## src/rtl/pc_sequencer.sv

```systemverilog
// pc_sequencer
// Registered program counter for the single-cycle core. Chooses the next
// word address from the current instruction: sequential, conditional branch,
// absolute jump, or jump-register. It also provides a stall hold, a circular
// return-address stack (RAS) for jal / jr $31, and single-level interrupt
// entry and return with a saved EPC.
//
// Ports
//   clk      : rising-edge clock
//   rst_n    : synchronous active-low reset
//   instr    : current instruction
//   zf       : ALU zero flag for the current instruction
//   rs_val   : rs register value, used as the jr target
//   stall    : holds all state while high
//   irq      : level-sensitive interrupt request
//   pc       : current PC (register)
//   pc_next  : value pc takes at the next edge (combinational)
//   epc      : return address saved by the last interrupt
//   irq_en   : interrupts accepted while high
//   ras_cnt  : number of valid RAS entries
//   ras_miss : registered one-cycle pulse after a jr $31 with the RAS empty
module pc_sequencer #(
  parameter int unsigned ADDR_W    = 32,
  parameter logic [31:0] RESET_VEC = 32'h0000_0000,
  parameter logic [31:0] EXC_VEC   = 32'h0000_0040,
  parameter int unsigned RAS_DEPTH = 4,
  localparam int unsigned PTR_W    = $clog2(RAS_DEPTH),
  localparam int unsigned CNT_W    = PTR_W + 1
) (
  input  logic              clk,
  input  logic              rst_n,
  input  logic [31:0]       instr,
  input  logic              zf,
  input  logic [ADDR_W-1:0] rs_val,
  input  logic              stall,
  input  logic              irq,
  output logic [ADDR_W-1:0] pc,
  output logic [ADDR_W-1:0] pc_next,
  output logic [ADDR_W-1:0] epc,
  output logic              irq_en,
  output logic [CNT_W-1:0]  ras_cnt,
  output logic              ras_miss
);

  typedef enum logic [3:0] {
    ACT_HOLD,    // stalled: nothing moves
    ACT_IRQ,     // interrupt entry
    ACT_ERET,    // interrupt return
    ACT_BRANCH,  // beq / bne, taken or not
    ACT_J,
    ACT_JAL,     // jump and push return address
    ACT_POP,     // jr $31 served by the RAS
    ACT_MISS,    // jr $31 with the RAS empty
    ACT_JR,
    ACT_SEQ
  } act_e;

  localparam logic [5:0] OP_SPECIAL = 6'b000000;
  localparam logic [5:0] OP_J       = 6'b000010;
  localparam logic [5:0] OP_JAL     = 6'b000011;
  localparam logic [5:0] OP_BEQ     = 6'b000100;
  localparam logic [5:0] OP_BNE     = 6'b000101;
  localparam logic [5:0] OP_COP0    = 6'b010000;
  localparam logic [5:0] FN_JR      = 6'b001000;
  localparam logic [5:0] FN_ERET    = 6'b011000;

  logic [5:0]        op;
  logic [5:0]        fn;
  logic [ADDR_W-1:0] inc;
  logic [ADDR_W-1:0] bpc;
  logic [ADDR_W-1:0] jpc;
  logic              is_jr;
  logic              is_ret;
  logic              taken;
  act_e              act;

  // Circular stack storage; top points at the next free slot.
  logic [ADDR_W-1:0] ras_mem [RAS_DEPTH];
  logic [PTR_W-1:0]  top;
  logic [PTR_W-1:0]  top_dec;

  assign op      = instr[31:26];
  assign fn      = instr[5:0];
  assign inc     = pc + ADDR_W'(1);
  assign bpc     = inc + {{(ADDR_W-16){instr[15]}}, instr[15:0]};
  assign jpc     = {pc[ADDR_W-1:26], instr[25:0]};
  assign is_jr   = (op == OP_SPECIAL) && (fn == FN_JR);
  assign is_ret  = is_jr && (instr[25:21] == 5'd31);
  assign taken   = (op == OP_BEQ) ? zf : !zf;
  assign top_dec = top - PTR_W'(1);

  // Priority decode of what this edge does.
  // NOTE: every always_comb output gets a default first so no path leaves it
  // unassigned, which would infer a latch.
  always_comb begin
    act = ACT_SEQ;
    if (stall)                                 act = ACT_HOLD;
    else if (irq && irq_en)                    act = ACT_IRQ;
    else if (op == OP_COP0 && fn == FN_ERET)   act = ACT_ERET;
    else if (op == OP_BEQ || op == OP_BNE)     act = ACT_BRANCH;
    else if (op == OP_J)                       act = ACT_J;
    else if (op == OP_JAL)                     act = ACT_JAL;
    else if (is_ret && ras_cnt != '0)          act = ACT_POP;
    else if (is_ret)                           act = ACT_MISS;
    else if (is_jr)                            act = ACT_JR;
  end

  always_comb begin
    pc_next = inc;
    case (act)
      ACT_HOLD:          pc_next = pc;
      ACT_IRQ:           pc_next = EXC_VEC[ADDR_W-1:0];
      ACT_ERET:          pc_next = epc;
      ACT_BRANCH:        pc_next = taken ? bpc : inc;
      ACT_J, ACT_JAL:    pc_next = jpc;
      ACT_POP:           pc_next = ras_mem[top_dec];
      ACT_MISS, ACT_JR:  pc_next = rs_val;
      default:           pc_next = inc;
    endcase
  end

  // NOTE: sequential state uses non-blocking assignments so every register
  // samples pre-edge values regardless of statement order.
  always_ff @(posedge clk) begin
    if (!rst_n) begin
      pc       <= RESET_VEC[ADDR_W-1:0];
      epc      <= '0;
      irq_en   <= 1'b1;
      ras_cnt  <= '0;
      top      <= '0;
      ras_miss <= 1'b0;
    end else if (act == ACT_HOLD) begin
      ras_miss <= 1'b0;
    end else begin
      pc       <= pc_next;
      ras_miss <= (act == ACT_MISS);
      case (act)
        ACT_IRQ: begin
          epc    <= pc;
          irq_en <= 1'b0;
        end
        ACT_ERET: irq_en <= 1'b1;
        ACT_JAL: begin
          // When full the push overwrites the oldest entry; count saturates.
          top <= top + PTR_W'(1);
          if (ras_cnt != CNT_W'(RAS_DEPTH)) ras_cnt <= ras_cnt + CNT_W'(1);
        end
        ACT_POP: begin
          top     <= top_dec;
          ras_cnt <= ras_cnt - CNT_W'(1);
        end
        default: ;
      endcase
    end
  end

  // NOTE: the stack array has no reset; ras_cnt alone defines which entries
  // are valid, so stale contents are never observed.
  always_ff @(posedge clk) begin
    if (rst_n && act == ACT_JAL) ras_mem[top] <= inc;
  end

endmodule
```

## config.mk

```make
export PLATFORM = sky130hd
export DESIGN_NAME = pc_sequencer
export DESIGN_NICKNAME = d
export VERILOG_FILES = /design/src/rtl/pc_sequencer.sv
export SDC_FILE = /design/constraint.sdc
export NUM_CORES = 1
export LEC_CHECK = 0
export CAP_MARGIN = 20
export CORE_MARGIN = 4
export CORE_UTILIZATION = 36
export DETAILED_ROUTE_END_ITERATION = 8
export PLACE_DENSITY = 0.59
export SYNTH_ARGS = -nofsm -noshare
export SYNTH_HDL_FRONTEND = slang
export SYNTH_SLANG_ARGS = --single-unit
```

## constraint.sdc

```tcl
create_clock -name clk -period 5.75 [get_ports clk]
set_input_delay 1.725 -clock clk [delete_from_list [all_inputs] [get_ports clk]]
set_output_delay 1.725 -clock clk [all_outputs]
set_load 0.05 [all_outputs]
```

## Word level (Yosys, flattened, before mapping)

Memories as Yosys holds them, arrays and structs flattened.
Cells that the tools add are included.

| cells by class | value |
|---|---|
| add/sub/neg operators | 6 |
| equality and inequality tests | 18 |
| muxes and demuxes | 18 |
| bitwise logic cells | 2 |
| reduce and logical (&&, ||, !) cells | 20 |

Operators by type and width:

| kind | number |
|---|---|
| $pmux 32 s7 | 1 |
| $add 32x1->32 const B | 1 |
| $add 32x32->32 | 1 |
| $mux 32 | 1 |
| $mux 4 | 8 |
| $eq 4x3->1 const B | 4 |
| $eq 6x2->1 const B | 2 |
| $eq 6x3->1 const B | 2 |
| $eq 6x5->1 const B | 2 |
| $eq 4x2->1 const B | 2 |
| $eq 6x4->1 const B | 1 |
| $logic_and 1x1->1 | 6 |
| $logic_not 6->1 | 1 |
| $pmux 3 s2 | 1 |
| $reduce_and 2->1 | 3 |
| $reduce_or 2->1 | 3 |
| $eq 5x5->1 const B | 1 |
| $eq 4x1->1 const B | 1 |
| $eq 4x4->1 const B | 1 |
| $logic_not 4->1 | 1 |
| $mux 1 | 4 |
| $pmux 2 s2 | 1 |
| $reduce_bool 2->1 | 2 |
| $add 3x1->3 const B | 1 |
| other kinds (12) | 13 |

| storage, ports and cells | value |
|---|---|
| register bits after elaboration | 71 |
| bits in writable memories | 128 |
| input port bits | 69 |
| output and inout bits | 101 |
| logic and storage cells | 71 |
| memories | 1 |

Memory list:

| name | words | bits a word | read ports | clocked after Yosys merged registers in | write ports | line | RTL |
|---|---|---|---|---|---|---|---|
| ras_mem | 4 | 32 | 1 | 0 | 1 | 78 | `logic [ADDR_W-1:0] ras_mem [RAS_DEPTH];` |

## Longest topological paths before layout

| logic depth | value |
|---|---|
| depth after elaboration | 15 |
| depth in mapped cells | 17 |
| depth with buffers taken out | 15 |

## Least setup slack after synthesis

Ideal clock, no wire load.

| timing | value |
|---|---|
| kind | flip-flop to output port |
| start point | register pc[6] |
| end point | output port pc_next[30] |
| arrival | 5011 ps |
| data required time | 4025 ps |
| slack | -986 ps |
| stages on the path, launching flop included | 17 |
| path buffers | 2 |
| cell sequence | dfxtp_1 > and4_1 > and3_1 > clkbuf_1 > nand4_1 > nor3_1 > xor2_1 > ha_1 > clkbuf_1 > a21oi_1 > o21ai_0 > or3_1 > o21ai_0 > o21ba_2 > a41oi_1 > xor2_1 > a211oi_1 |

| on the way | value |
|---|---|
| longest elaborated chain between the ends | 4 |

RTL lines:

| element | line | RTL |
|---|---|---|
| start: declaration | 37 | `output logic [ADDR_W-1:0] pc,` |
| start signal: assignment | 126 | `pc <= RESET_VEC[ADDR_W-1:0];` |
| start signal: assignment | 135 | `pc <= pc_next;` |
| $add 32x1->32 | 84 | `assign inc = pc + ADDR_W'(1);` |
| net inc[21] | 69 | `logic [ADDR_W-1:0] inc;` |
| $add 32x32->32 | 85 | `assign bpc = inc + {{(ADDR_W-16){instr[15]}}, instr[15:0]};` |
| $mux 32 | 114 | `ACT_BRANCH: pc_next = taken ? bpc : inc;` |
| $pmux 32 s7 | 110 | `case (act)` |
| end: declaration | 38 | `output logic [ADDR_W-1:0] pc_next,` |

The timed path passes the listed nets, and every way through them passes these cells.

## Worst setup path after layout

| timing | value |
|---|---|
| start point | input port instr[2] |
| end point | output port pc_next[5] |

| on the way | value |
|---|---|
| longest elaborated chain between the ends | 14 |
| elaborated cells on any way between the ends | 29 |
| classes of those cells | add/sub (1); eq/ne (10); mux (11); reduce/logical (7) |

RTL lines:

| element | line | RTL |
|---|---|---|
| start: declaration | 32 | `input logic [31:0] instr,` |
| $eq 6x4->1 | 87 | `assign is_jr = (op == OP_SPECIAL) && (fn == FN_JR);` |
| $logic_and 1x1->1 | 87 |  |
| $mux 1 or $logic_and 1x1->1 (tied branches) | 105, 88 |  |
| $mux 4 or $logic_and 1x1->1 (tied branches) | 104, 103 |  |
| $mux 4 | 103 | `else if (is_ret && ras_cnt != '0) act = ACT_POP;` |
| $mux 4 | 102 | `else if (op == OP_JAL) act = ACT_JAL;` |
| $mux 4 | 101 | `else if (op == OP_J) act = ACT_J;` |
| $mux 4 | 100 | `else if (op == OP_BEQ \|\| op == OP_BNE) act = ACT_BRANCH;` |
| $mux 4 | 99 | `else if (op == OP_COP0 && fn == FN_ERET) act = ACT_ERET;` |
| $mux 4 | 98 | `else if (irq && irq_en) act = ACT_IRQ;` |
| $mux 4 | 97 | `if (stall) act = ACT_HOLD;` |
| $eq 4x3->1 or $eq 4x4->1 (tied branches) | 110 |  |
| $reduce_or 2->1 | 110 |  |
| $pmux 32 s7 (*) | 110 |  |

Mark *: on every way between the ends. The rest lies on a longest branch, timed or not.

==> qor.txt <==
Status: finished with violations
Failing checks: negative setup slack
Die height: 187 um
Diodes inserted: 0
Relative slew slack: 39.4%
First-pass GRT wire length: 73.1 mm
RSZ-0062 raised after global routing: yes
Rows: 65
Tot Pwr: 3830 uW
Die Area: 35000 sq um
Top-area cell type share of the netlist area: 33.3%
Area leader, netlist: edfxtp_1
Routed wire length: 50.3 mm
Final net count: 1793
Slew Viols, Final: 0
Die W: 187 um
Worst skew pair latency: 470 ps
Number of global-route vias before repair: 11.8k
Slowest CP cell: nor4b_4
CP required: 4030 ps
Top FF cell, synth: edfxtp_1
Final Critical Period: 6030 ps
Netlist cell types: 73
Worst hold path class: flop to flop
Antenna-violating nets left: 0
Core footprint: 31600 sq um
Worst path cell trace: buf_8, buf_6, nor4b_4, nand3_2, buf_6, a21o_1, buf_6, nand4_1, buf_4, buf_6, nand3_1, a211o_1, o21a_1, o21a_1, buf_12
Syn_nets: 1269
Power Dens Cells: 197 nW/um^2
Drt first pass iters: 6
Syn Inst Count: 1154
Syn-to-layout area delta: 68.9%
Arr. time, crit path: 4310 ps
Sequential share of the synthesized area: 45.6%
Fillers: 2518
Critical path's largest stage delay: 320 ps
Syn_area_per_cell: 10.0 sq um
Clk pin slew, worst setup/hold paths: 80 ps
Synth top area cells: edfxtp_1 (33%), dfxtp_1 (12%), mux4_2 (6.1%)
Final core occ: 61.8%
Worst vdd ir: 222 uV
Gr ovfl total: 0
# Max-Cap Violations: 0
Synth Register Bits: 199
Post-Syn Area: 11500 sq um
Hold_buf cts: 0
Worst Path Max Fanout: 5
Initial antenna violation count: 0
Tightest Pin Transition: 909 ps
Hpwl dp: 35.2 mm
Setup violators final: 27
CTS sink cnt: 199
Cell repeated most along the worst path: buf_6
Crit Path Class: primary input to output pin
Drt drc: 0
Hold violation count in the final report: 0
Layout cells sized above 1: 45.1%
CTS root buf: clkbuf_16
Num ports: 170
Share of synthesized registers carrying an async set or reset: 0%
# H-tree levels: 4
Vias per cell: 5.78
Number of synthesized flops with an enable pin: 128
Gr usage total: 27.3%
DR vias: 12.1k
Worst Skew: 16.6 ps
Worst setup margin: -282 ps
Leakage: 0.00758 uW
Num CTS Buffers: 17
Initial core utilization: 36.6%
Avg WL per Cell: 24.0 um
F_max: 166 MHz
Largest net degree at the start of global routing: 49
Min Hold Slack: 475 ps
Final period util: 105%
Clock tree buffer depth: 2
Setup TNS: -3270 ps
Startpoint Class: primary input
Gpl congestion: 0.941
Worst setup EP type: output pin
Yosys warns: 0
Port Buffer Count: 169
DR iter-0 viols: 1083
CTS tree: built
## worst paths after layout
path / startpoint / to / slack, ps / cells past startpoint
setup / recovery: instr[2] / pc_next[5] / -280 / 15
hold / removal: epc[13] / epc[13] / 480 / 2
setup reg to reg: top[1] / pc[15] / 1210 / 26
hold reg to reg: epc[13] / epc[13] / 480 / 2
## flip-flops by register name (all words and copies together), names as in the netlist
name	cells
ras_mem	128
epc	32
pc	32
ras_cnt	3
top	2
irq_en	1
ras_miss	1
## layout make-up
class	count	area (sq um)	area share, %
clock buffers	19	433	2.22
clock inverters	13	165	0.848
inverters	33	124	0.636
multi-input cells	858	7550	38.7
flip-flops and latches	199	5310	27.2
well taps	402	503	2.58
repair buffers	569	5410	27.7
## critical path: cells and delay by family
kind	cells	cell delay, ps
compound gates	4	890
buf+inv	7	920
simple gates	4	760
## synth_stat cells, types with 30 or more instances
cell / count
dfxtp_1: 71
mux4_2: 31
edfxtp_1: 128
clkbuf_1: 52
nand2_1: 180
nand3_1: 43
ha_1: 44
inv_1: 33
and2_1: 30
nor2_1: 58
a21oi_1: 91
a22oi_1: 30
## per-layer routing
| metal | global-route usage (%) | share of wire [%] | up-vias |
|---|---|---|---|
| met3 | 4.72 | 7.5 | 104 |
| met2 | 45.6 | 48 | 590 |
| met5 | 0 | 0 | - |
| met1 | 36.4 | 41 | 6016 |
| li1 | - | - | 5397 |
| met4 | 8.96 | 3.1 | 0 |
## power by group
group / leakage [uW] / internal [uW] / switching, uW
sequential: 0.00174 / 1530 / 20.5
clock: 0.000285 / 657 / 609
combinational: 0.00555 / 487 / 532
total: 0.00758 / 2670 / 1160
## through the flow
| stage | worst slack (ps) | instance area [sq um] | cells |
|---|---|---|---|
| CTS | -421 | 18700 | 2065 |
| global route | -377 | 19500 | 2093 |
| global placement | -928 | 16500 | 1964 |
| finish | -282 | 19500 | 2093 |
| floorplan | -172 | 11900 | 1154 |
| detailed placement | -953 | 16500 | 1964 |
## cells in the final DEF (no fill, tap or decap), drive strengths merged, types with 13 or more instances in the layout
cell           instances
a21o                  13
a21oi                 92
a221o                 13
a22oi                 31
a31oi                 19
and2                  31
buf                  444
clkbuf                21
clkdlybuf4s50        108
dfxtp                 71
edfxtp               128
ha                    44
inv                   39
mux4                  31
nand2                180
nand3                 43
nand4                 20
nor2                  58
nor3                  24
o211ai                14
o21ai                 34
xnor2                 26
xor2                  21
## cell families after synthesis
kind of cell / count (synthesis) / synth area share [%]
XOR/XNOR: 47 / 3.57
AND/OR/NAND/NOR: 420 / 17.4
buffers and inverters: 97 / 3.33
flip-flops: 199 / 45.6
adder cells (fa/ha/maj): 46 / 5.12
AO/OA/AOI/OAI: 302 / 17.8
multiplexers: 43 / 7.12
## repair_timing
action	in CTS	in global routing
pin swaps	100	99
endpoints found under the setup margin	32	33
setup buffers	68	37
resized for setup	273	146
cloned	3	0
No activity file was read; power rests on OpenSTA's default activity.
